**config.mk**
```make
export PLATFORM = sky130hd
export DESIGN_NAME = mult_div_unit
export DESIGN_NICKNAME = d
export VERILOG_FILES = /design/src/rtl/mdu_pkg.sv /design/src/rtl/mdu_restoring_div.sv /design/src/rtl/mult_div_unit.sv
export SDC_FILE = /design/constraint.sdc
export NUM_CORES = 2
export LEC_CHECK = 0
export BUFFER_PORTS_ARGS = -buffer_cell sky130_fd_sc_hd__buf_4
export CAP_MARGIN = 10
export CORE_ASPECT_RATIO = 1.1
export CORE_UTILIZATION = 47
export DETAILED_ROUTE_END_ITERATION = 8
export SLEW_MARGIN = 20
export SYNTH_ARGS = -nofsm -noshare
export SYNTH_HDL_FRONTEND = slang
export SYNTH_SLANG_ARGS = --single-unit
```
**constraint.sdc**
```tcl
create_clock -name clk -period 41.9 [get_ports clk]
set_input_delay 2.095 -clock clk [delete_from_list [all_inputs] [get_ports clk]]
set_output_delay 2.095 -clock clk [all_outputs]
set_load 0.01 [all_outputs]
```
**src/rtl/mdu_pkg.sv**
```systemverilog
`default_nettype none
// +----------------------------------------------------------------------+
// | Module  : mdu_pkg                                                    |
// | Purpose : Shared definitions for the multiply/divide unit: operation |
// |           encodings, FSM state encodings and small helper functions. |
// | Rev     : 1.0  initial release                                       |
// +----------------------------------------------------------------------+
package mdu_pkg;

  // Operation encodings on the 4-bit op bus; 10..15 are reserved.
  localparam logic [3:0] OP_MULT  = 4'd0;
  localparam logic [3:0] OP_MULTU = 4'd1;
  localparam logic [3:0] OP_DIV   = 4'd2;
  localparam logic [3:0] OP_DIVU  = 4'd3;
  localparam logic [3:0] OP_MADD  = 4'd4;
  localparam logic [3:0] OP_MADDU = 4'd5;
  localparam logic [3:0] OP_MSUB  = 4'd6;
  localparam logic [3:0] OP_MSUBU = 4'd7;
  localparam logic [3:0] OP_MTHI  = 4'd8;
  localparam logic [3:0] OP_MTLO  = 4'd9;

  // FSM state encodings.
  localparam logic [1:0] ST_IDLE = 2'd0;
  localparam logic [1:0] ST_MUL  = 2'd1;
  localparam logic [1:0] ST_DIV  = 2'd2;

  // Shift-add iterations plus one sign-fixup/accumulate cycle.
  function automatic int mul_cycles(input int width, input int step);
    return width / step + 1;
  endfunction

  // Ops that treat their operands as two's-complement.
  function automatic logic op_is_signed(input logic [3:0] op);
    return (op == OP_MULT) || (op == OP_DIV) || (op == OP_MADD) || (op == OP_MSUB);
  endfunction

endpackage
`default_nettype wire

```
**src/rtl/mdu_restoring_div.sv**
```systemverilog
`default_nettype none
// +----------------------------------------------------------------------+
// | Module  : mdu_restoring_div                                          |
// | Purpose : Radix-2 restoring divider on unsigned magnitudes, one      |
// |           quotient bit per cycle.                                    |
// | Ports   : clk, reset      clock / synchronous active-high reset      |
// |           start           load dividend/divisor and begin            |
// |           cancel          abandon the current division               |
// |           dividend,divisor unsigned WIDTH-bit magnitudes             |
// |           quotient,remainder results, meaningful while valid=1       |
// |           valid           high for one cycle after WIDTH steps       |
// | Rev     : 1.0  initial release                                       |
// +----------------------------------------------------------------------+
module mdu_restoring_div #(
  parameter int WIDTH = 32
) (
  input  logic             clk,
  input  logic             reset,
  input  logic             start,
  input  logic             cancel,
  input  logic [WIDTH-1:0] dividend,
  input  logic [WIDTH-1:0] divisor,
  output logic [WIDTH-1:0] quotient,
  output logic [WIDTH-1:0] remainder,
  output logic             valid
);

  localparam int              C_CNT_W = $clog2(WIDTH + 1);
  localparam logic [C_CNT_W-1:0] C_LAST = C_CNT_W'(WIDTH);

  logic               run_q, run_d;
  logic [C_CNT_W-1:0] cnt_q, cnt_d;
  logic [WIDTH-1:0]   quo_q, quo_d;   // dividend shifts out, quotient shifts in
  logic [WIDTH-1:0]   rem_q, rem_d;
  logic [WIDTH-1:0]   dvs_q, dvs_d;

  logic [WIDTH:0]     w_rem_shift;
  logic [WIDTH:0]     w_diff;

  assign w_rem_shift = {rem_q, quo_q[WIDTH-1]};
  assign w_diff      = w_rem_shift - {1'b0, dvs_q};

  assign valid     = run_q && (cnt_q == C_LAST);
  assign quotient  = quo_q;
  assign remainder = rem_q;

  always_comb begin
    run_d = run_q;
    cnt_d = cnt_q;
    quo_d = quo_q;
    rem_d = rem_q;
    dvs_d = dvs_q;
    if (start) begin
      run_d = 1'b1;
      cnt_d = '0;
      quo_d = dividend;
      rem_d = '0;
      dvs_d = divisor;
    end else if (run_q) begin
      if (cancel || valid) begin
        run_d = 1'b0;
      end else begin
        cnt_d = cnt_q + 1'b1;
        // A borrow out of the trial subtraction means the divisor did not fit.
        if (w_diff[WIDTH]) begin
          rem_d = w_rem_shift[WIDTH-1:0];
          quo_d = {quo_q[WIDTH-2:0], 1'b0};
        end else begin
          rem_d = w_diff[WIDTH-1:0];
          quo_d = {quo_q[WIDTH-2:0], 1'b1};
        end
      end
    end
  end

  always_ff @(posedge clk) begin
    if (reset) begin
      run_q <= 1'b0;
      cnt_q <= '0;
      quo_q <= '0;
      rem_q <= '0;
      dvs_q <= '0;
    end else begin
      run_q <= run_d;
      cnt_q <= cnt_d;
      quo_q <= quo_d;
      rem_q <= rem_d;
      dvs_q <= dvs_d;
    end
  end

endmodule
`default_nettype wire

```
**src/rtl/mult_div_unit.sv**
```systemverilog
`default_nettype none
// +----------------------------------------------------------------------+
// | Module  : mult_div_unit                                              |
// | Purpose : Iterative multiply/divide unit with HI/LO registers for    |
// |           the EX stage: shift-add multiplier (MUL_STEP bits/cycle),  |
// |           MADD/MSUB accumulate, restoring divider, cancel input.     |
// | Ports   : clk, reset  clock / synchronous active-high reset          |
// |           start, op   issue request and 4-bit operation code         |
// |           a, b        rs / rt operands                               |
// |           cancel      abort in-flight op, drop same-cycle start      |
// |           hi, lo      architectural HI/LO registers                  |
// |           busy        stall request to the hazard unit               |
// |           done        one-cycle pulse after hi/lo commit             |
// | Rev     : 1.0  initial release                                       |
// +----------------------------------------------------------------------+
module mult_div_unit
  import mdu_pkg::*;
#(
  parameter int WIDTH    = 32,
  parameter int MUL_STEP = 8
) (
  input  logic             clk,
  input  logic             reset,
  input  logic             start,
  input  logic [3:0]       op,
  input  logic [WIDTH-1:0] a,
  input  logic [WIDTH-1:0] b,
  input  logic             cancel,
  output logic [WIDTH-1:0] hi,
  output logic [WIDTH-1:0] lo,
  output logic             busy,
  output logic             done
);

  localparam int C_MUL_ITERS = mul_cycles(WIDTH, MUL_STEP) - 1;
  localparam int C_CNT_W     = $clog2(C_MUL_ITERS + 1);
  localparam logic [C_CNT_W-1:0] C_MUL_LAST = C_CNT_W'(C_MUL_ITERS);
  localparam logic [WIDTH-1:0]   C_MIN      = {1'b1, {(WIDTH-1){1'b0}}};

  // ---------------- state ----------------
  logic [1:0]         state_q, state_d;
  logic [WIDTH-1:0]   hi_q, hi_d, lo_q, lo_d;
  logic               done_q, done_d;
  logic [3:0]         op_q, op_d;
  logic [WIDTH-1:0]   a_q, a_d, b_q, b_d;
  logic [2*WIDTH-1:0] mcand_q, mcand_d;
  logic [2*WIDTH-1:0] prod_q, prod_d;
  logic [WIDTH-1:0]   mplier_q, mplier_d;
  logic [C_CNT_W-1:0] cnt_q, cnt_d;

  // ---------------- request decode ----------------
  logic             w_accept, w_is_mul_op, w_is_div_op, w_in_signed;
  logic [WIDTH-1:0] w_a_mag, w_b_mag;

  assign w_accept    = start && !cancel && (state_q == ST_IDLE);
  assign w_is_div_op = (op == OP_DIV) || (op == OP_DIVU);
  assign w_is_mul_op = (op <= OP_MSUBU) && !w_is_div_op;
  assign w_in_signed = op_is_signed(op);
  assign w_a_mag     = (w_in_signed && a[WIDTH-1]) ? (~a + 1'b1) : a;
  assign w_b_mag     = (w_in_signed && b[WIDTH-1]) ? (~b + 1'b1) : b;

  // ---------------- FSM output decode ----------------
  logic w_running, w_mul_commit, w_div_commit;
  logic w_div_valid;

  always_comb begin
    w_running    = (state_q != ST_IDLE);
    w_mul_commit = (state_q == ST_MUL) && !cancel && (cnt_q == C_MUL_LAST);
    w_div_commit = (state_q == ST_DIV) && !cancel && w_div_valid;
  end

  assign busy = w_running || (start && (op <= OP_MSUBU) && !cancel);
  assign hi   = hi_q;
  assign lo   = lo_q;
  assign done = done_q;

  // ---------------- FSM next state ----------------
  always_comb begin
    state_d = state_q;
    case (state_q)
      ST_IDLE: begin
        if (w_accept && w_is_mul_op)      state_d = ST_MUL;
        else if (w_accept && w_is_div_op) state_d = ST_DIV;
      end
      ST_MUL:  if (cancel || w_mul_commit) state_d = ST_IDLE;
      ST_DIV:  if (cancel || w_div_commit) state_d = ST_IDLE;
      default: state_d = ST_IDLE;
    endcase
  end

  always_ff @(posedge clk) begin
    if (reset) state_q <= ST_IDLE;
    else       state_q <= state_d;
  end

  // ---------------- multiplier datapath ----------------
  // Partial product for the low MUL_STEP multiplier bits against the
  // already-shifted multiplicand.
  logic [2*WIDTH-1:0] w_partial;
  always_comb begin
    w_partial = '0;
    for (int i = 0; i < MUL_STEP; i++) begin
      if (mplier_q[i]) w_partial = w_partial + (mcand_q << i);
    end
  end

  logic               w_mul_neg;
  logic [2*WIDTH-1:0] w_prod_fix, w_hilo, w_mul_result;

  assign w_mul_neg  = op_is_signed(op_q) && (a_q[WIDTH-1] ^ b_q[WIDTH-1]);
  assign w_prod_fix = w_mul_neg ? (~prod_q + 1'b1) : prod_q;
  assign w_hilo     = {hi_q, lo_q};

  // Accumulate against hi/lo as they stand at the commit edge.
  always_comb begin
    case (op_q)
      OP_MADD, OP_MADDU: w_mul_result = w_hilo + w_prod_fix;
      OP_MSUB, OP_MSUBU: w_mul_result = w_hilo - w_prod_fix;
      default:           w_mul_result = w_prod_fix;
    endcase
  end

  // ---------------- divider ----------------
  logic [WIDTH-1:0] w_div_q, w_div_r;

  mdu_restoring_div #(.WIDTH(WIDTH)) u_div (
    .clk       (clk),
    .reset     (reset),
    .start     (w_accept && w_is_div_op),
    .cancel    (cancel),
    .dividend  (w_a_mag),
    .divisor   (w_b_mag),
    .quotient  (w_div_q),
    .remainder (w_div_r),
    .valid     (w_div_valid)
  );

  logic             w_div_signed, w_q_neg, w_r_neg;
  logic [WIDTH-1:0] w_div_hi, w_div_lo;

  assign w_div_signed = op_is_signed(op_q);
  assign w_r_neg      = w_div_signed && a_q[WIDTH-1];
  assign w_q_neg      = w_div_signed && (a_q[WIDTH-1] ^ b_q[WIDTH-1]);

  always_comb begin
    if (b_q == '0) begin
      w_div_lo = '1;
      w_div_hi = a_q;
    end else if (w_div_signed && (a_q == C_MIN) && (&b_q)) begin
      w_div_lo = C_MIN;
      w_div_hi = '0;
    end else begin
      w_div_lo = w_q_neg ? (~w_div_q + 1'b1) : w_div_q;
      w_div_hi = w_r_neg ? (~w_div_r + 1'b1) : w_div_r;
    end
  end

  // ---------------- datapath / HI-LO next state ----------------
  always_comb begin
    hi_d     = hi_q;
    lo_d     = lo_q;
    done_d   = 1'b0;
    op_d     = op_q;
    a_d      = a_q;
    b_d      = b_q;
    mcand_d  = mcand_q;
    mplier_d = mplier_q;
    prod_d   = prod_q;
    cnt_d    = cnt_q;
    case (state_q)
      ST_IDLE: begin
        if (w_accept) begin
          if (op == OP_MTHI) begin
            hi_d = a;
          end else if (op == OP_MTLO) begin
            lo_d = a;
          end else if (op <= OP_MSUBU) begin
            op_d     = op;
            a_d      = a;
            b_d      = b;
            mcand_d  = {{WIDTH{1'b0}}, w_a_mag};
            mplier_d = w_b_mag;
            prod_d   = '0;
            cnt_d    = '0;
          end
        end
      end
      ST_MUL: begin
        if (w_mul_commit) begin
          {hi_d, lo_d} = w_mul_result;
          done_d       = 1'b1;
        end else if (!cancel) begin
          prod_d   = prod_q + w_partial;
          mcand_d  = mcand_q << MUL_STEP;
          mplier_d = mplier_q >> MUL_STEP;
          cnt_d    = cnt_q + 1'b1;
        end
      end
      ST_DIV: begin
        if (w_div_commit) begin
          hi_d   = w_div_hi;
          lo_d   = w_div_lo;
          done_d = 1'b1;
        end
      end
      default: ;
    endcase
  end

  always_ff @(posedge clk) begin
    if (reset) begin
      hi_q     <= '0;
      lo_q     <= '0;
      done_q   <= 1'b0;
      op_q     <= '0;
      a_q      <= '0;
      b_q      <= '0;
      mcand_q  <= '0;
      mplier_q <= '0;
      prod_q   <= '0;
      cnt_q    <= '0;
    end else begin
      hi_q     <= hi_d;
      lo_q     <= lo_d;
      done_q   <= done_d;
      op_q     <= op_d;
      a_q      <= a_d;
      b_q      <= b_d;
      mcand_q  <= mcand_d;
      mplier_q <= mplier_d;
      prod_q   <= prod_d;
      cnt_q    <= cnt_d;
    end
  end

endmodule
`default_nettype wire

```
* After elaboration in Yosys (flattened, before gate mapping)
Index checks and enable logic that the tools add are counted.
Storage, ports and cells: word-level logic and storage cells 197, register bits after elaboration 401
Cells by class: reductions and logical operators 50, bitwise logic cells 9, order comparisons 1, equality and inequality tests 30, multiplexer cells 73, $add $sub $neg 18
Operators with widths (count):
- $mux 64 | 21
- $mux 32 | 27
- $add 64x64->64 | 9
- $pmux 64 s2 | 3
- $pmux 32 s3 | 2
- $add 32x1->32 const B | 4
- $not 32->32 | 4
- $add 64x1->64 const B | 1
- $not 64->64 | 1
- $pmux 32 s2 | 1
- $sub 64x64->64 | 1
- $sub 33x32->33 | 1
- $eq 32x32->1 const B | 1
- $logic_not 32->1 | 1
- $reduce_and 32->1 | 1
- $eq 4x3->1 const B | 6
- $logic_and 1x1->1 | 18
- $mux 3 | 6
- $ne 2x2->1 const B | 7
- $eq 4x2->1 const B | 3
- $ne 2x1->1 const B | 6
- $logic_or 1x1->1 | 11
- $reduce_and 5->1 | 2
- $eq 4x4->1 const B | 2
- 25 further kinds | 42

* Logic depth before layout (Yosys ltp)
depth after elaboration 19, mapped depth 105

* Hierarchy
From an unflattened synthesis, not the netlist that was laid out.
Second synthesis, totals: cell total of the unflattened synthesis 8858, area, all modules 61959.4 µm²
Modules (own cells, without submodules):
- mult_div_unit | area each 55712.2 µm², cells an instance 8044, seq. area each 5965.7 µm², times used 1
- mdu_restoring_div | area each 6247.2 µm², cells an instance 814, seq. area each 2062.0 µm², times used 1

* Worst setup path before layout
No wires, ideal clock.
path type reg-to-reg, start point register mplier_q[0], end point register prod_q[63], stages on the path, launching flop included 98, slack 24000 ps, data required time 41783 ps, buffers on the path 10, arrival 17783 ps, clock period less this slack 17900 ps, cell sequence dfxtp_1 buf_2 clkbuf_1 clkbuf_1 buf_1 clkbuf_1 clkbuf_1 clkbuf_1 nand2_1 inv_1 ha_1 inv_1 fa_1 nor2b_1 o211ai_1 o21ai_1 o311ai_2 a21o_1 [... 62 more ...] nand2_1 o21ai_0 a21oi_1 o21ai_0 ha_1 buf_1 nand2_1 nor2_1 nand4_1 nor4_1 nor2_1 o311ai_0 a21oi_1 o21ai_0 a31oi_1 xor2_1 xnor3_1 a22o_1
Between the ends: longest elaborated chain between the ends 19
Ends and longest elaborated chain:
- start: declaration | line mult_div_unit.sv:48 | logic [WIDTH-1:0] mplier_q, mplier_d;
- start signal: assignment | line mult_div_unit.sv:230 | mplier_q <= mplier_d;
- $mux 64 * | line mult_div_unit.sv:103 | if (mplier_q[i]) w_partial = w_partial + (mcand_q << i);
- $add 64x64->64 | line mult_div_unit.sv:103
- $mux 64 * | line mult_div_unit.sv:103
- $add 64x64->64 | line mult_div_unit.sv:103
- $mux 64 * | line mult_div_unit.sv:103
- $add 64x64->64 | line mult_div_unit.sv:103
- $mux 64 * | line mult_div_unit.sv:103
- $add 64x64->64 | line mult_div_unit.sv:103
- [... 3 more ...]
- $add 64x64->64 | line mult_div_unit.sv:103
- $mux 64 * | line mult_div_unit.sv:103
- $add 64x64->64 | line mult_div_unit.sv:103
- $mux 64 * | line mult_div_unit.sv:103
- $add 64x64->64 * | line mult_div_unit.sv:193 | prod_d = prod_q + w_partial;
- $mux 64 * | line mult_div_unit.sv:192 | end else if (!cancel) begin
- $mux 64 * | line mult_div_unit.sv:189 | if (w_mul_commit) begin
- $pmux 64 s2 * | line mult_div_unit.sv:170 | case (state_q)
- end signal: assignment | line mult_div_unit.sv:231 | prod_q <= prod_d;
- end: declaration | line mult_div_unit.sv:47 | logic [2*WIDTH-1:0] prod_q, prod_d;
Every way passes the cells marked *; elsewhere a longest branch is shown, timed or not. The select of a mux whose other input is x is not followed. A chain may end at the register's enable or synchronous reset.

* Worst setup path in the final report
start point register mcand_q[2], end point register prod_q[63]
Between the ends: longest elaborated chain between the ends 19
Ends and longest elaborated chain:
- start: declaration | line mult_div_unit.sv:46 | logic [2*WIDTH-1:0] mcand_q, mcand_d;
- start signal: assignment | line mult_div_unit.sv:229 | mcand_q <= mcand_d;
- $mux 64 | line mult_div_unit.sv:103
- $add 64x64->64 | line mult_div_unit.sv:103
- $mux 64 | line mult_div_unit.sv:103
- $add 64x64->64 | line mult_div_unit.sv:103
- $mux 64 | line mult_div_unit.sv:103
- $add 64x64->64 | line mult_div_unit.sv:103
- $mux 64 | line mult_div_unit.sv:103
- $add 64x64->64 | line mult_div_unit.sv:103
- [... 3 more ...]
- $add 64x64->64 | line mult_div_unit.sv:103
- $mux 64 | line mult_div_unit.sv:103
- $add 64x64->64 | line mult_div_unit.sv:103
- $mux 64 * | line mult_div_unit.sv:103
- $add 64x64->64 * | line mult_div_unit.sv:193
- $mux 64 * | line mult_div_unit.sv:192
- $mux 64 * | line mult_div_unit.sv:189
- $pmux 64 s2 * | line mult_div_unit.sv:170
Marked as above.

==> key figures <==
Global routing
  – Grt total ovfl: 0
  – First-pass GRT wire length: between 300 and 400 mm
  – Global Route Usage Sum: 36.9%
  – Largest net degree at the start of global routing: 98
  – Vias in the first global route: 61300
  – Initial antenna violation count: 1

Floorplanning
  – Num ports: 138
  – Core footprint: 127000 um^2
  – Die Height: about 380 um
  – FP Rows: 137
  – Die X: ~340 um
  – Initial Util: about 47%
  – Die area: 130000 um^2

Synth
  – Cell variety after synth: 104
  – Mapped Nets: approximately 9300
  – Synthesized instance count: 8650
  – Synthesized area: 60300 um^2
  – Largest family of logic cells by synthesized area: compound AO/OA/AOI/OAI gates
  – Avg Inst Size Synth: 6.97 um^2
  – Seq/Total Area, Yosys: 13.3%
  – Post-synth EDFFs: 0
  – Mux cell area share after synthesis: 4.05%
  – Post-synthesis async set-or-reset flop share: 0%
  – Primary FF master, synth: dfxtp_1
  – Synth warnings: 0
  – Adder-cell area share of the yosys netlist: 12.9%
  – Seq cells post-synth: approximately 400
  – Synth Area in XOR/XNOR: a little over a tenth
  – Simple logic cell fraction of the synthesized area: 22.3%
  – Synth Area in Compound Gates: 31.6%

Critical path
  – Worst endpoint required time: between 40000 and 50000 ps
  – CP dominant cell by count: o21ai_0
  – Reg-to-reg startpoint: mcand_q[2]
  – CP max stage delay: 930 ps
  – Critical path launch point type: flip-flop
  – Worst Setup End Kind: flip-flop
  – CP max stage cell: a2111oi_0
  – Crit path DAT: 22330 ps
  – Worst setup path startpoint: mcand_q[2]
  – R2R cell count: 85
  – Critical Path Fanout Max: 15
  – Critical setup path kind: reg -> reg

Worst hold path
  – Worst Min Path Start: mplier_q[12]
  – Hold Path Depth: 2
  – Hold Crit Class: reg -> reg

STA
  – Final-report hold violation count: 0
  – Setup TNS Final: 0 ps
  – Unrepaired setup endpoints after global routing: no
  – Rel. slew slack: 18.2%
  – Setup violations, final: 0
  – Pins Over Slew Limit: 0
  – Hold_ws: 450 ps
  – Tcrit/Tclk final: 52.0%
  – Fmax: 45.9 MHz
  – Least-Margin Pin Slew: 1210 ps
  – Fin crit period: roughly 22000 ps
  – Clk_skew: between 70 and 80 ps

Power
  – Clock power share: ~24%
  – VDD IR max: between 0.05 and 0.06 mV
  – Total power: 0.00198 W
  – Reg power frac: between 20% and 30%
  – Switching Share: 46.5%
  – Sw power: 0.000921 W
  – P_leak: ~29 nW
  – Pwr Density: slightly above 30 nW/um^2
  – Internal Power: 0.00106 W
  – Combinational power share: 53.9%

Clocking
  – Setup repair bufs after CTS: 0
  – Clock-pin slew on the worst setup and hold paths: 60 ps
  – CTS Hold Bufs: 0
  – Clk root buf: clkbuf_16
  – CTS Buf Count: 50
  – Clock sinks: 401
  – H-tree Lvls: 2
  – CTS Buffer Depth: 3
  – Cts repair resizes: 0
  – Latest clock arrival within the worst-skew pair: 680 ps
  – TritonCTS clock tree: done

Detailed routing
  – Drt wl/cell: 24.3 um
  – DRC marker count from the first detailed-route iteration: 5610
  – Routed WL: 248 mm
  – DRC: 0
  – Final antenna-violating net count: 0
  – Via count: 65200
  – Detailed-router iteration count before antenna repair: 8
  – Via density: 6.40

Final layout
  – Fill count: 12900
  – Layout net count: slightly above 9000
  – Leading cell types in the layout, fill and taps excluded: 997 x nand2_1, 970 x a21oi_1, 807 x nor2_1
  – Share of layout cells above drive strength 1: 7.05%
  – Final Core Density: 50.6%
  – Most common cell after layout, fill and taps aside: nand2_1
  – Area grow syn2layout: 6.60%

Placed design
  – Gpl congestion: 1.01
  – DP HPWL: 195 mm
  – Port Buffer Count: 137

Run status
  – Status: complete, no violations

Job
  – Max_cap viols: 0
-- power groups by stage --
stage          Combinational [W]  Sequential (W)  Clock [W]
2_1_floorplan           0.000751        0.000427          0
3_3_place_gp             0.00104        0.000438          0
3_5_place_dp             0.00105        0.000438          0
4_1_cts                  0.00105        0.000430   0.000489
5_1_grt                  0.00115        0.000433   0.000500
6_report                 0.00107        0.000431   0.000482
-- metal layers --
| layer | track usage [%] | share of wire, % |
|---|---|---|
| met2 | 62.0 | 46 |
| met4 | 21.9 | 6.7 |
| met1 | 45.3 | 41 |
| met3 | 3.86 | 6.1 |
| met5 | 0 | 0 |
-- synth_stat cells, types with 68 or more instances --
master | number | area share, %
a211oi_1 | 100 | 1.2
a21o_1 | 363 | 4.5
a21oi_1 | 971 | 8.1
a22oi_1 | 83 | 1.0
a31oi_1 | 125 | 1.3
and2_1 | 96 | 1.0
clkbuf_1 | 412 | 2.6
dfxtp_1 | 401 | 13
ha_1 | 605 | 13
inv_1 | 302 | 1.9
mux2_2 | 168 | 3.1
nand2_1 | 1000 | 6.2
nand2b_1 | 97 | 1.0
nand3_1 | 196 | 1.6
nand4_1 | 111 | 1.2
nor2_1 | 811 | 5.1
nor2b_1 | 95 | 0.99
nor3_1 | 138 | 1.1
nor4_1 | 68 | 0.71
o211ai_1 | 84 | 1.0
o21a_1 | 82 | 1.0
o21ai_0 | 596 | 4.9
o21bai_1 | 107 | 1.3
o31ai_1 | 79 | 0.98
xnor2_1 | 451 | 6.6
xor2_1 | 294 | 4.3
-- critical path: cells and delay by family (launching register included) --
| kind | cells | cell delay (ps) |
|---|---|---|
| multiplexers | 3 | 890 |
| XOR/XNOR | 10 | 1710 |
| buffers and inverters | 3 | 400 |
| flip-flops | 1 | 710 |
| adder cells (fa/ha/maj) | 9 | 3330 |
| AO/OA/AOI/OAI | 40 | 11340 |
| AND/OR/NAND/NOR | 20 | 3310 |
-- cell type report --
class	count	area [um^2]	area share (%)
inverters	307	1150	1.79
clock buffers	69	1410	2.20
repair buffers	238	1790	2.79
well taps	1668	2090	3.25
clock inverters	24	354	0.551
multi-input cells	7480	49400	76.9
flip-flops and latches	401	8040	12.5
diodes	1	2.50	0.00390
-- registers in the layout, summed over array words and instances, names as in the netlist --
signal           count
mcand_q             64
prod_q              64
a_q                 32
b_q                 32
hi                  32
lo                  32
mplier_q            32
u_div.dvs_q         32
u_div.quotient      32
u_div.remainder     32
u_div.cnt_q          6
op_q                 4
cnt_q                3
state_q              2
done                 1
u_div.run_q          1
-- cells by family after synthesis --
logic type | Yosys count
AOI/OAI and AO/OA | 3004
xor gates and xnor gates | 749
adders and majority gates | 616
buffers and inverters | 769
DFF | 401
muxes | 223
and+or+nand+nor | 2888
-- metrics by stage --
step	setup slack, ps	cell area [um^2]	cells
floorplan	24000	60300	8650
global placement	20580	62500	10100
detailed placement	20480	62500	10100
CTS	20390	64200	10200
global route	18940	64200	10200
finish	20090	64200	10200
-- path summary, 6_finish.rpt --
| check | slack (ps) | end |
|---|---|---|
| worst max-delay path | 20090 | prod_q[63] |
| worst min-delay path | 450 | mplier_q[12] |
| worst max register to register | 20090 | prod_q[63] |
| worst min register to register | 450 | mplier_q[12] |
Power figures use the tool's default switching activity.
